File: config.mk
export PLATFORM = sky130hd
export DESIGN_NAME = bus_sync_rx_ctrl_flat
export DESIGN_NICKNAME = d
export VERILOG_FILES = /design/src/rtl/bus_sync_rx_ctrl_pkg.sv /design/src/rtl/bus_sync_rx_ctrl_if.sv /design/src/rtl/tgl_sync_arst.sv /design/src/rtl/bus_sync_rx_ctrl.sv /design/src/flat_wrapper.sv
export SDC_FILE = /design/constraint.sdc
export NUM_CORES = 1
export LEC_CHECK = 0
export ABC_CLOCK_PERIOD_IN_PS = 1000
export CORE_MARGIN = 2
export CORE_UTILIZATION = 38
export CTS_BUF_LIST = sky130_fd_sc_hd__clkbuf_4
export DETAILED_ROUTE_END_ITERATION = 8
export PLACE_DENSITY_LB_ADDON = 0.1
export SYNTH_ARGS = -nofsm -noshare
export SYNTH_HDL_FRONTEND = slang
export SYNTH_SLANG_ARGS = --single-unit
export TNS_END_PERCENT = 50
File: constraint.sdc
create_clock -name clk -period 1 [get_ports clk]
set_input_delay 0.3 -clock clk [delete_from_list [all_inputs] [get_ports clk]]
set_output_delay 0.3 -clock clk [all_outputs]
set_load 0.01 [all_outputs]
File: src/rtl/bus_sync_rx_ctrl_pkg.sv
// Shared types and constants for the toggle-handshake CDC receive controller.
package bus_sync_rx_ctrl_pkg;

    localparam int unsigned SYNC_STAGES_MIN = 2;

    typedef enum logic [1:0] {
        ST_EMPTY = 2'd0,
        ST_ONE   = 2'd1,
        ST_TWO   = 2'd2
    } state_t;

    // Baseline build has a single-entry buffer, so FULL aliases ONE.
    localparam state_t ST_FULL = ST_ONE;

    function automatic logic holds_word(input state_t s);
        return s != ST_EMPTY;
    endfunction

endpackage

File: src/rtl/bus_sync_rx_ctrl_if.sv
// Source-side toggle handshake plus local valid/ready stream of the CDC receiver.
interface bus_sync_rx_ctrl_if #(
    parameter int unsigned WIDTH = 8
);
    logic             req_tgl;
    logic [WIDTH-1:0] data_in;
    logic             ack_tgl;
    logic [WIDTH-1:0] dout;
    logic             dout_valid;
    logic             dout_ready;

    // master: source + consumer side; slave: the receive controller
    modport master (
        output req_tgl, data_in, dout_ready,
        input  ack_tgl, dout, dout_valid
    );

    modport slave (
        input  req_tgl, data_in, dout_ready,
        output ack_tgl, dout, dout_valid
    );
endinterface

File: src/rtl/tgl_sync_arst.sv
// N-flop synchroniser chain with asynchronous active-low reset to a programmable level.
module tgl_sync_arst #(
    parameter int unsigned WIDTH    = 1,
    parameter int unsigned STAGES   = 2,
    parameter bit          NRST_VAL = 1'b0
) (
    input  logic             clk,
    input  logic             nrst,
    input  logic [WIDTH-1:0] d,
    output logic [WIDTH-1:0] q
);

    logic [WIDTH-1:0] chain [STAGES];

    always_ff @(posedge clk or negedge nrst) begin
        if (!nrst) begin
            for (int unsigned i = 0; i < STAGES; i++) begin
                chain[i] <= {WIDTH{NRST_VAL}};
            end
        end else begin
            chain[0] <= d;
            for (int unsigned i = 1; i < STAGES; i++) begin
                chain[i] <= chain[i-1];
            end
        end
    end

    assign q = chain[STAGES-1];

endmodule

File: src/rtl/bus_sync_rx_ctrl.sv
// Receive side of a toggle-handshake multi-bit CDC: sync REQ, capture data, return ACK, stream out.
// Define BUS_SYNC_RX_SKID_EN for a two-entry buffer that acks on accept instead of on consumption.
module bus_sync_rx_ctrl
    import bus_sync_rx_ctrl_pkg::*;
#(
    parameter int unsigned WIDTH       = 8,
    parameter int unsigned SYNC_STAGES = 2,
    parameter bit          NRST_VAL    = 1'b0
) (
    input  logic               clk,
    input  logic               nrst,
    bus_sync_rx_ctrl_if.slave  bus
);

    if (SYNC_STAGES < SYNC_STAGES_MIN) begin : g_bad_sync_stages
        $error("bus_sync_rx_ctrl: SYNC_STAGES must be >= %0d", SYNC_STAGES_MIN);
    end

    logic             req_s;
    logic             req_prev;
    logic             req_evt_c;
    logic             hs_c;
    logic [WIDTH-1:0] dout_q;
    logic             dout_valid_q;
    logic             ack_q;
    state_t           state_q;
    state_t           state_d;
    logic             accept_c;
    logic             load_in_c;
    logic             ack_c;

    tgl_sync_arst #(
        .WIDTH    (1),
        .STAGES   (SYNC_STAGES),
        .NRST_VAL (NRST_VAL)
    ) u_req_sync (
        .clk  (clk),
        .nrst (nrst),
        .d    (bus.req_tgl),
        .q    (req_s)
    );

    // A pending event persists until accepted, which is what stalls the source.
    assign req_evt_c = req_s ^ req_prev;
    assign hs_c      = dout_valid_q & bus.dout_ready;

    always_ff @(posedge clk or negedge nrst) begin
        if (!nrst) state_q <= ST_EMPTY;
        else       state_q <= state_d;
    end

`ifdef BUS_SYNC_RX_SKID_EN
    logic [WIDTH-1:0] skid_q;
    logic             load_skid_c;
    logic             shift_skid_c;

    always_comb begin
        state_d = state_q;
        case (state_q)
            ST_EMPTY: if (req_evt_c) state_d = ST_ONE;
            ST_ONE: begin
                if (req_evt_c && !hs_c)      state_d = ST_TWO;
                else if (!req_evt_c && hs_c) state_d = ST_EMPTY;
            end
            ST_TWO:   if (hs_c && !req_evt_c) state_d = ST_ONE;
            default:  state_d = ST_EMPTY;
        endcase
    end

    always_comb begin
        accept_c     = 1'b0;
        load_in_c    = 1'b0;
        load_skid_c  = 1'b0;
        shift_skid_c = 1'b0;
        case (state_q)
            ST_EMPTY: if (req_evt_c) begin
                accept_c  = 1'b1;
                load_in_c = 1'b1;
            end
            ST_ONE: if (req_evt_c) begin
                accept_c    = 1'b1;
                load_in_c   = hs_c;
                load_skid_c = !hs_c;
            end
            // Full: a new word is taken only when the consumer frees a slot.
            ST_TWO: if (hs_c) begin
                shift_skid_c = 1'b1;
                accept_c     = req_evt_c;
                load_skid_c  = req_evt_c;
            end
            default: ;
        endcase
        ack_c = accept_c;
    end

    always_ff @(posedge clk or negedge nrst) begin
        if (!nrst) begin
            skid_q <= '0;
            dout_q <= '0;
        end else begin
            if (load_skid_c)       skid_q <= bus.data_in;
            if (shift_skid_c)      dout_q <= skid_q;
            else if (load_in_c)    dout_q <= bus.data_in;
        end
    end
`else
    always_comb begin
        state_d = state_q;
        case (state_q)
            ST_EMPTY: if (req_evt_c) state_d = ST_FULL;
            ST_FULL:  if (hs_c)      state_d = ST_EMPTY;
            default:  state_d = ST_EMPTY;
        endcase
    end

    // ACK only after consumption so the source sees full backpressure.
    always_comb begin
        accept_c  = 1'b0;
        load_in_c = 1'b0;
        ack_c     = 1'b0;
        case (state_q)
            ST_EMPTY: if (req_evt_c) begin
                accept_c  = 1'b1;
                load_in_c = 1'b1;
            end
            ST_FULL:  ack_c = hs_c;
            default: ;
        endcase
    end

    always_ff @(posedge clk or negedge nrst) begin
        if (!nrst)          dout_q <= '0;
        else if (load_in_c) dout_q <= bus.data_in;
    end
`endif

    always_ff @(posedge clk or negedge nrst) begin
        if (!nrst) begin
            req_prev     <= NRST_VAL;
            dout_valid_q <= 1'b0;
            ack_q        <= 1'b0;
        end else begin
            if (accept_c) req_prev <= req_s;
            if (ack_c)    ack_q    <= ~ack_q;
            dout_valid_q <= holds_word(state_d);
        end
    end

    assign bus.ack_tgl    = ack_q;
    assign bus.dout       = dout_q;
    assign bus.dout_valid = dout_valid_q;

endmodule

File: src/flat_wrapper.sv
// flat-port wrapper written by rule: the top's interface ports become plain ports
module bus_sync_rx_ctrl_flat import bus_sync_rx_ctrl_pkg::*;
#(
    parameter int unsigned WIDTH       = 8,
    parameter int unsigned SYNC_STAGES = 2,
    parameter bit          NRST_VAL    = 1'b0
)
  (clk, nrst, bus_req_tgl, bus_data_in, bus_dout_ready, bus_ack_tgl, bus_dout, bus_dout_valid);
  bus_sync_rx_ctrl_if #(.WIDTH(WIDTH)) bus_i ();
  input  logic clk;
  input  logic nrst;
  input wire logic [$bits(bus_i.req_tgl)-1:0] bus_req_tgl;
  input wire logic [$bits(bus_i.data_in)-1:0] bus_data_in;
  input wire logic [$bits(bus_i.dout_ready)-1:0] bus_dout_ready;
  output wire logic [$bits(bus_i.ack_tgl)-1:0] bus_ack_tgl;
  output wire logic [$bits(bus_i.dout)-1:0] bus_dout;
  output wire logic [$bits(bus_i.dout_valid)-1:0] bus_dout_valid;
  assign bus_i.req_tgl = bus_req_tgl;
  assign bus_i.data_in = bus_data_in;
  assign bus_i.dout_ready = bus_dout_ready;
  assign bus_ack_tgl = bus_i.ack_tgl;
  assign bus_dout = bus_i.dout;
  assign bus_dout_valid = bus_i.dout_valid;
  bus_sync_rx_ctrl #(.WIDTH(WIDTH), .SYNC_STAGES(SYNC_STAGES), .NRST_VAL(NRST_VAL)) u_core (.clk(clk), .nrst(nrst), .bus(bus_i));
endmodule
==> impl_metrics.json, run 1 <==
{
  "worst_hold_path_type": "primary input to async pin",
  "cts_max_level": 1,
  "fp.dieH_um": 41.6,
  "asr_flop_ratio_synth_pct": 100,
  "postSynth.topFlopCell": "dfrtp_1",
  "worst_setup_path_start_kind": "flip-flop",
  "report.final.hold_viol_count": 0,
  "fin_nets": 79,
  "stdcell_area_um2": 852,
  "criticalPathCategory": "flip-flop to flip-flop",
  "timing_max_transition_violations_final": 0,
  "place_ws_ns": -0.229,
  "port_buffers": 21,
  "route.antenna.remaining_nets": 0,
  "vdd_drop_max_v": 0.00126,
  "period_share_pct": 120,
  "final_cell_count_without_fillers": 81,
  "overflow": 0,
  "most_frequently_used_cell_type_in_the_post_synthesis_netlist": "dfrtp_1",
  "grt_first_pass_wirelength_um": 1760,
  "power.density_cell_area_mw_per_mm2": 2420,
  "detailedRoute.firstPassIterationCount": 2,
  "total_cell_area_at_the_placement_stage_um2": 825,
  "critical_path_required_ns": 1.16,
  "totalNegativeSetupSlack_ns": -2.94,
  "row_count": 13,
  "final_setup_fails": 21,
  "place.gp.congestion": 0.677,
  "first_iter_violations": 2,
  "max_clock_freq_mhz": 832,
  "synth_area_leader_cell": "dfrtp_1",
  "start_util_pct": 40.8,
  "cts_made_buffers": 3,
  "clock_sink_count": 15,
  "dpl.cell_count": 75,
  "drive_gt1_share_pct": 54.5,
  "syn_area_um2": 538,
  "layout_setup_ws_ns": -0.202,
  "max-cap-violations": 0,
  "cts_root_buf": "clkbuf_4",
  "floorplan.die_area_mm2": 0.00173,
  "drt_wl_total_um": 1060,
  "antenna_cells": 0,
  "routed_via_density": 4.77,
  "clock_insertion_delay_worst_skew_ns": 0.27,
  "sequential_to_total_area_share_from_yosys_stat_pct": 69.8,
  "yosys-top-cells-count": "15 x dfrtp_1, 9 x mux2_2, 2 x a311oi_1, 2 x nor2_1",
  "synth_fp_nets": 45,
  "netlist.area_leader.share_pct": 69.8,
  "failed_checks": "setup timing",
  "endpoint_kind": "flip-flop",
  "drcViolationCount": 0,
  "grt_use_total_pct": 13.3,
  "grt_max_degree": 16,
  "core_mm2": 0.00132,
  "ys_ff_latch": 15,
  "netlist-cell-type-count": 9,
  "cts.hold.buffers_added": 0,
  "syn_to_final_growth_pct": 58.4,
  "syn-instance-count": 33,
  "rsz_0062_raised_after_global_routing": "yes",
  "period_minus_slack_ns": 1.20,
  "clk_transition_reported_paths_ns": 0.09,
  "cp.arrival_ns": 1.36,
  "max-clock-path-buffers": 2,
  "yosys-top-cells-area": "dfrtp_1 70%, mux2_2 19%, a311oi_1 3.3%",
  "clock_tree_from_tritoncts": "yes",
  "p_leak_uw": 0.000393,
  "num_io_pins": 22,
  "total_of_warnings_raised_by_yosys": 0,
  "fill_cells": 111,
  "die_width_um": 41.6,
  "routed-via-count": 386,
  "outcome": "finished with violations",
  "grt_antenna_before_repair": 0,
  "syn_avg_cell_area_um2": 16.3,
  "worst_clock_skew_ns": 0.00242,
  "synth_enable_flop_cells": 0,
  "routed_wire_length_per_instance_um": 13.1,
  "grt_pass1_vias": 422,
  "worstPathMaxFanout": 8
}
## final cells by class
type	instances	area, um2	area share, %
Clock buffer	4	30.0	3.52
Multi-Input combinational cell	18	195	22.9
Timing Repair Buffer	29	233	27.3
Sequential cell	15	375	44.1
Tap cell	15	18.8	2.20
## layout by cell type (no fill, tap or decap)
master,synthesis,routed
dfrtp_1,15,15
mux2_4,0,1
a311oi_2,0,1
buf_4,0,7
xnor2_1,1,1
clkdlybuf4s50_1,0,11
nor2_4,0,1
mux2_2,9,8
conb_1,1,1
xor2_2,0,1
nor2_2,0,1
buf_12,0,1
buf_2,0,10
clkbuf_4,0,4
nand4b_1,1,1
a311oi_1,2,1
nand2_4,0,1
## per-stage QoR
step	power [uW]	hold slack, ns	util (%)
floorplan	1250	0.00441	-
global placement	1770	0.337	62.6
detailed placement	1810	0.343	62.6
CTS	2060	0.362	63.3
global route	2200	0.371	64.7
finish	2060	0.356	64.7
## final timing paths
check	start	endpoint	slack, ns	depth (start not counted)
setup / recovery	u_core.u_req_sync.q	u_core.bus.dout[5]	-0.20	3
hold / removal	nrst	u_core.u_req_sync.q	0.36	2
setup reg to reg	u_core.u_req_sync.q	u_core.bus.dout[5]	-0.20	3
hold reg to reg	u_core.u_req_sync.chain[1]	u_core.u_req_sync.q	0.36	0
max in group asynchronous	nrst	u_core.bus.dout[6]	0.53	2
min in group clk	u_core.u_req_sync.chain[1]	u_core.u_req_sync.q	0.36	0
## routing by layer
layer / part of all wire [%] / wire length [um] / global-route usage [%]
met4: 0 / 0 / 3.87
met5: 0 / 0 / 0
met3: 10 / 107 / 4.78
met1: 36 / 379 / 12.8
met2: 54 / 573 / 25.9
## logic make-up after synthesis
kind of cell	after synthesis	share of synthesized area, %
DFF	15	69.8
muxes	9	18.8
and+or+nand+nor	4	4.19
xor gates and xnor gates	2	3.26
other	1	0.697
AOI/OAI and AO/OA	2	3.26
## registers in the layout, indices dropped and copies added, names as in the netlist
| name | flops |
|---|---|
| u_core.u_req_sync.chain | 1 |
| u_core.bus.ack_tgl | 1 |
| u_core.bus.dout | 8 |
| u_core.req_prev | 1 |
| u_core.u_req_sync.q | 1 |
| u_core.bus.dout_valid | 1 |
| u_core.state_q | 2 |
## worst max-delay path: stages (launching register included)
cell     delay (ns)
dfrtp_1        0.42
xor2_2         0.23
nand2_4        0.13
mux2_4         0.32
## report_power, final
part	internal (uW)	leakage, uW	switching (uW)	total, uW
sequential	815	0.000177	111	925
combinational	447	0.000197	324	771
clock	182	0.0000184	181	362
total	1440	0.000393	615	2060
## repair_timing
action                     4_1_cts  5_1_grt
cloned                           0        0
pin swaps                        5        1
setup endpoints to repair       21       22
resized for setup               42        5
setup buffers                    2        0
Note: power is estimated with default switching activity, not from simulation.
==> inputs of run 2 (changes only) <==
ABC_CLOCK_PERIOD_IN_PS = 1200   (was 1000)
CAP_MARGIN = 20   (was unset)
CORE_UTILIZATION = 39   (was 38)
CTS_BUF_LIST = sky130_fd_sc_hd__clkbuf_8 sky130_fd_sc_hd__clkbuf_16   (was sky130_fd_sc_hd__clkbuf_4)
clock period = 1.2 ns   (was 1 ns; I/O delays follow)
==> run 2 against run 1 <==
  * The flow now finishes without violations
  * Sequential cell count unchanged
  * Register-to-register slack improved by 0.21 ns
  * Combinational power fell by 23%
  * Design area down 2.3%
  * Global-route usage is 0.77 points higher
  * Setup slack gained 0.21 ns
  * Clock power is 9.7% higher
  * Final cell count down 3.7%
  * Sequential power decreased by 18%
  * Sequential share of layout area grew 1.1 points
==> impl_metrics.json, run 2 (same netlist as run 1, synthesis figures left out) <==
{
  "first_iter_violations": 4,
  "core_mm2": 0.00130,
  "layout.cells.most_common_list": "15 x dfrtp_1, 11 x clkdlybuf4s50_1, 9 x buf_2",
  "worst_setup_path_start_kind": "flip-flop",
  "fp.dieH_um": 41.1,
  "power.density_cell_area_mw_per_mm2": 2110,
  "drcViolationCount": 0,
  "grt_antenna_before_repair": 0,
  "grt_max_degree": 16,
  "routed-via-count": 369,
  "clk_transition_reported_paths_ns": 0.06,
  "timing.hold.worst.start": "u_core.u_req_sync.chain[1]",
  "total_cell_area_at_the_placement_stage_um2": 810,
  "clock_insertion_delay_worst_skew_ns": 0.24,
  "worst_clock_skew_ns": 0.00229,
  "report.final.hold_viol_count": 0,
  "vdd_drop_max_v": 0.00119,
  "worst_hold_path_type": "flip-flop to flip-flop",
  "clock_sink_count": 15,
  "fin_nets": 76,
  "cts_root_buf": "clkbuf_8",
  "stdcell_area_um2": 832,
  "critical_path_required_ns": 1.33,
  "overflow": 0,
  "max_clock_freq_mhz": 840,
  "start_util_pct": 41.3,
  "grt_pass1_vias": 320,
  "drive_gt1_share_pct": 49.2,
  "place.gp.congestion": 0.601,
  "p_leak_uw": 0.000384,
  "totalNegativeSetupSlack_ns": 0,
  "endpoint_kind": "flip-flop",
  "cts_max_level": 1,
  "routed_via_density": 4.73,
  "grt_use_total_pct": 14.1,
  "antenna_cells": 0,
  "final_core_utilization_pct": 63.9,
  "rsz_0062_raised_after_global_routing": "yes",
  "timing_max_transition_violations_final": 0,
  "grt_first_pass_wirelength_um": 1450,
  "row_count": 13,
  "drt_wl_total_um": 1060,
  "cts_made_buffers": 3,
  "floorplan.die_area_mm2": 0.00169,
  "route.antenna.remaining_nets": 0,
  "layout.cells.most_common": "dfrtp_1",
  "worstPathMaxFanout": 8,
  "outcome": "completed",
  "holdWs_ns": 0.360,
  "routed_wire_length_per_instance_um": 13.6,
  "clock_tree_from_tritoncts": "yes",
  "detailedRoute.firstPassIterationCount": 2,
  "cp.arrival_ns": 1.32,
  "num_io_pins": 22,
  "die_width_um": 41.1,
  "worst_r2r_startpoint": "u_core.u_req_sync.q",
  "max-cap-violations": 0,
  "worst_setup_path_startpoint": "u_core.u_req_sync.q",
  "criticalPathCategory": "flip-flop to flip-flop",
  "port_buffers": 21,
  "period_minus_slack_ns": 1.19,
  "post-dp-hpwl_um": 846,
  "period_share_pct": 99.2,
  "syn_to_final_growth_pct": 54.7,
  "max-clock-path-buffers": 2,
  "largest_register_ff_count": 8,
  "final_setup_fails": 0
}
-- run 2: changes by cell type in the layout (fill, tap and decap cells not counted), sizes merged --
cell    delta
buf        -4
clkinv     +1
-- run 2: final cells by class --
type / instances / area, um2
repair buffers: 26 / 210
flip-flops and latches: 15 / 375
multi-input cells: 18 / 181
fillers: 106 / 469
clock inverters: 1 / 5.00
well taps: 15 / 18.8
clock buffers: 3 / 41.3
-- run 2: repair_timing --
item | CTS | global route
endpoints found under the setup margin | 18 | 10
hold buffers | 0 | 0
buffers inserted | 1 | 0
gates resized for setup | 41 | 2
pin swaps | 2 | 1
-- run 2: per-layer routing --
layer | GRT usage, % | wire length, um | up-vias
li1 | - | - | 174
met1 | 16.2 | 399 | 181
met2 | 25.4 | 592 | 12
met3 | 3.26 | 57 | 2
met4 | 4.84 | 11 | 0
met5 | 0 | 0 | -
-- run 2: critical path, cell delays in order, from the launching register on --
cell	delay, ns
dfrtp_1	0.40
xor2_2	0.20
nand2_4	0.13
mux2_2	0.35
-- run 2: worst paths after layout --
path / to / depth (start not counted) / slack [ns]
worst max register to register: u_core.bus.dout[0] / 3 / 0.01
worst max-delay path: u_core.bus.dout[0] / 3 / 0.01
worst min register to register: u_core.u_req_sync.q / 0 / 0.36
max in group asynchronous: u_core.bus.ack_tgl / 2 / 0.64
worst min-delay path: u_core.u_req_sync.q / 0 / 0.36
min in group asynchronous: u_core.req_prev / 2 / 0.45
-- run 2: report_power, final --
group,internal (uW),switching (uW),total (uW)
registers,680,81.2,762
logic,337,257,595
clock network,229,168,397
total,1250,507,1750
-- run 2: through the flow --
stage / worst slack, ns / cells / power, uW
6_report: 0.00952 / 78 / 1750
5_1_grt: -0.0231 / 78 / 1870
4_1_cts: -0.00602 / 78 / 1800
3_5_place_dp: -0.0818 / 73 / 1500
3_3_place_gp: -0.0204 / 73 / 1460
2_1_floorplan: 0.0617 / 33 / 1040
==> inputs of run 3 (changes only) <==
CTS_BUF_LIST = unset   (was sky130_fd_sc_hd__clkbuf_8 sky130_fd_sc_hd__clkbuf_16)
CTS_CLUSTER_DIAMETER = 150   (was unset)
SLEW_MARGIN = 40   (was unset)
==> run 3 against run 2 <==
  * The run now ends with setup timing left
  * Power is 7.5% lower
  * Wire length is 1.2% higher
  * Critical path depth stayed put
  * Register-to-register slack worse by 0.02 ns
  * Largest cell class unchanged
  * Global-route usage is 0.89 points higher
  * Clock power is 30% lower
  * Design area is 2.7% lower
  * First-iteration DRC count is 75% lower
  * Fmax is 1.4% lower
==> impl_metrics.json, run 3 (same netlist as run 1, synthesis figures left out) <==
{
  "regToRegSetupSlack_ns": -0.008,
  "criticalPathCategory": "flip-flop to flip-flop",
  "grt_first_pass_wirelength_um": 1480,
  "clock_insertion_delay_worst_skew_ns": 0.28,
  "sw_frac_of_total_pct": 30.3,
  "overflow": 0,
  "critical_path_required_ns": 1.36,
  "sequentialPowerShare_pct": 46.7,
  "syn_to_final_growth_pct": 50.5,
  "stdcell_area_um2": 810,
  "clock_tree_from_tritoncts": "yes",
  "routed_wire_length_per_instance_um": 13.8,
  "drive_gt1_share_pct": 49.2,
  "clock_sink_count": 15,
  "grt_antenna_before_repair": 0,
  "failed_checks": "setup timing",
  "detailedRoute.firstPassIterationCount": 4,
  "grt_use_total_pct": 15.0,
  "vdd_drop_max_v": 0.00107,
  "fill_cells": 105,
  "largest_register_ff_count": 8,
  "power.density_cell_area_mw_per_mm2": 2000,
  "worstPathMaxFanout": 8,
  "drt_wl_total_um": 1070,
  "worst_clock_skew_ns": 0.00663,
  "holdWs_ns": 0.366,
  "p_leak_uw": 0.000372,
  "grt_max_degree": 16,
  "routed_via_density": 4.78,
  "row_count": 13,
  "outcome": "finished with violations",
  "cts.hold.buffers_added": 0,
  "final_setup_fails": 1,
  "multi_input_comb_area_um2": 178,
  "regArea_um2": 375,
  "cts_made_buffers": 3,
  "timing_max_transition_violations_final": 0,
  "period_share_pct": 101,
  "report.final.hold_viol_count": 0,
  "core_mm2": 0.00130,
  "cts_root_buf": "clkbuf_4",
  "fin_nets": 76,
  "place_ws_ns": -0.0818,
  "clk_transition_reported_paths_ns": 0.08,
  "post-dp-hpwl_um": 846,
  "layout_setup_ws_ns": -0.00791,
  "clock_power_share_pct": 17.1,
  "net-switching-power_uw": 491,
  "worst_setup_path_start_kind": "flip-flop",
  "drcViolationCount": 0,
  "layout.cells.most_common_list": "15 x dfrtp_1, 11 x clkdlybuf4s50_1, 10 x buf_2",
  "num_io_pins": 22,
  "fin_total_pwr_uw": 1620,
  "power.combinational.fraction_pct": 36.2,
  "period_minus_slack_ns": 1.21,
  "first_iter_violations": 1,
  "routed-via-count": 373,
  "antenna_cells": 0,
  "place.gp.congestion": 0.601,
  "start_util_pct": 41.3,
  "cp.arrival_ns": 1.37,
  "rsz_0062_raised_after_global_routing": "yes",
  "port_buffers": 21,
  "layout.cells.most_common": "dfrtp_1",
  "max_clock_freq_mhz": 828,
  "floorplan.die_area_mm2": 0.00169,
  "totalNegativeSetupSlack_ns": -0.00791,
  "intPower_uw": 1130,
  "max-clock-path-buffers": 2,
  "endpoint_kind": "flip-flop",
  "fp.dieH_um": 41.1,
  "route.antenna.remaining_nets": 0,
  "cts_max_level": 1,
  "total_cell_area_at_the_placement_stage_um2": 810,
  "die_width_um": 41.1,
  "max-cap-violations": 0,
  "grt_pass1_vias": 329,
  "worst_hold_path_type": "flip-flop to flip-flop"
}
run 3: cell count changes in the layout (fill, tap and decap cells not counted):
cell | previous run | this run
clkbuf_2 | 1 | 0
buf_2 | 9 | 10
mux2_4 | 1 | 0
clkbuf_8 | 3 | 0
clkbuf_4 | 0 | 3
mux2_2 | 8 | 9
run 3: timing repair:
| item | in CTS | in global routing |
|---|---|---|
| pin swaps | 0 | 1 |
| setup buffers | 1 | 0 |
| endpoints found under the hold margin | 0 | 0 |
| setup endpoints to repair | 18 | 13 |
| resized for setup | 40 | 3 |
run 3: cell type report:
cell class              count  area share, %
clock buffers               3           2.78
multi-input cells          18           21.9
well taps                  15           2.32
flip-flops and latches     15           46.4
repair buffers             26           26.0
clock inverters             1          0.618
run 3: per-stage QoR:
step           instances  utilization [%]
4_1_cts               78             61.1
3_5_place_dp          73             62.2
2_1_floorplan         33                -
5_1_grt               78             62.2
3_3_place_gp          73             62.2
6_report              78             62.2
run 3: worst paths after layout:
check	endpoint	start	cells after the start
max in group asynchronous	u_core.bus.ack_tgl	nrst	2
min	u_core.u_req_sync.q	u_core.u_req_sync.chain[1]	0
max reg2reg	u_core.bus.dout[3]	u_core.req_prev	3
min reg2reg	u_core.u_req_sync.q	u_core.u_req_sync.chain[1]	0
max	u_core.bus.dout[3]	u_core.req_prev	3
min in group asynchronous	u_core.bus.dout[7]	nrst	2
run 3: power groups by stage:
stage          Combinational [uW]  Clock [uW]  Sequential, uW
2_1_floorplan                 189           0             855
5_1_grt                       638         319             781
4_1_cts                       589         295             755
3_5_place_dp                  730           0             771
3_3_place_gp                  703           0             762
6_report                      587         277             758
run 3: worst max-delay path, stage by stage, from the launching register on:
cell	delay, ns
dfrtp_1	0.41
xor2_2	0.20
nand2_4	0.14
mux2_2	0.35
run 3: metal layers:
| layer | GRT usage, % | part of all wire [%] | vias to the layer above |
|---|---|---|---|
| met5 | 0 | 0 | - |
| li1 | - | - | 176 |
| met3 | 4.89 | 5.0 | 2 |
| met1 | 15.8 | 37 | 183 |
| met4 | 9.68 | 0.75 | 0 |
| met2 | 25.4 | 57 | 12 |
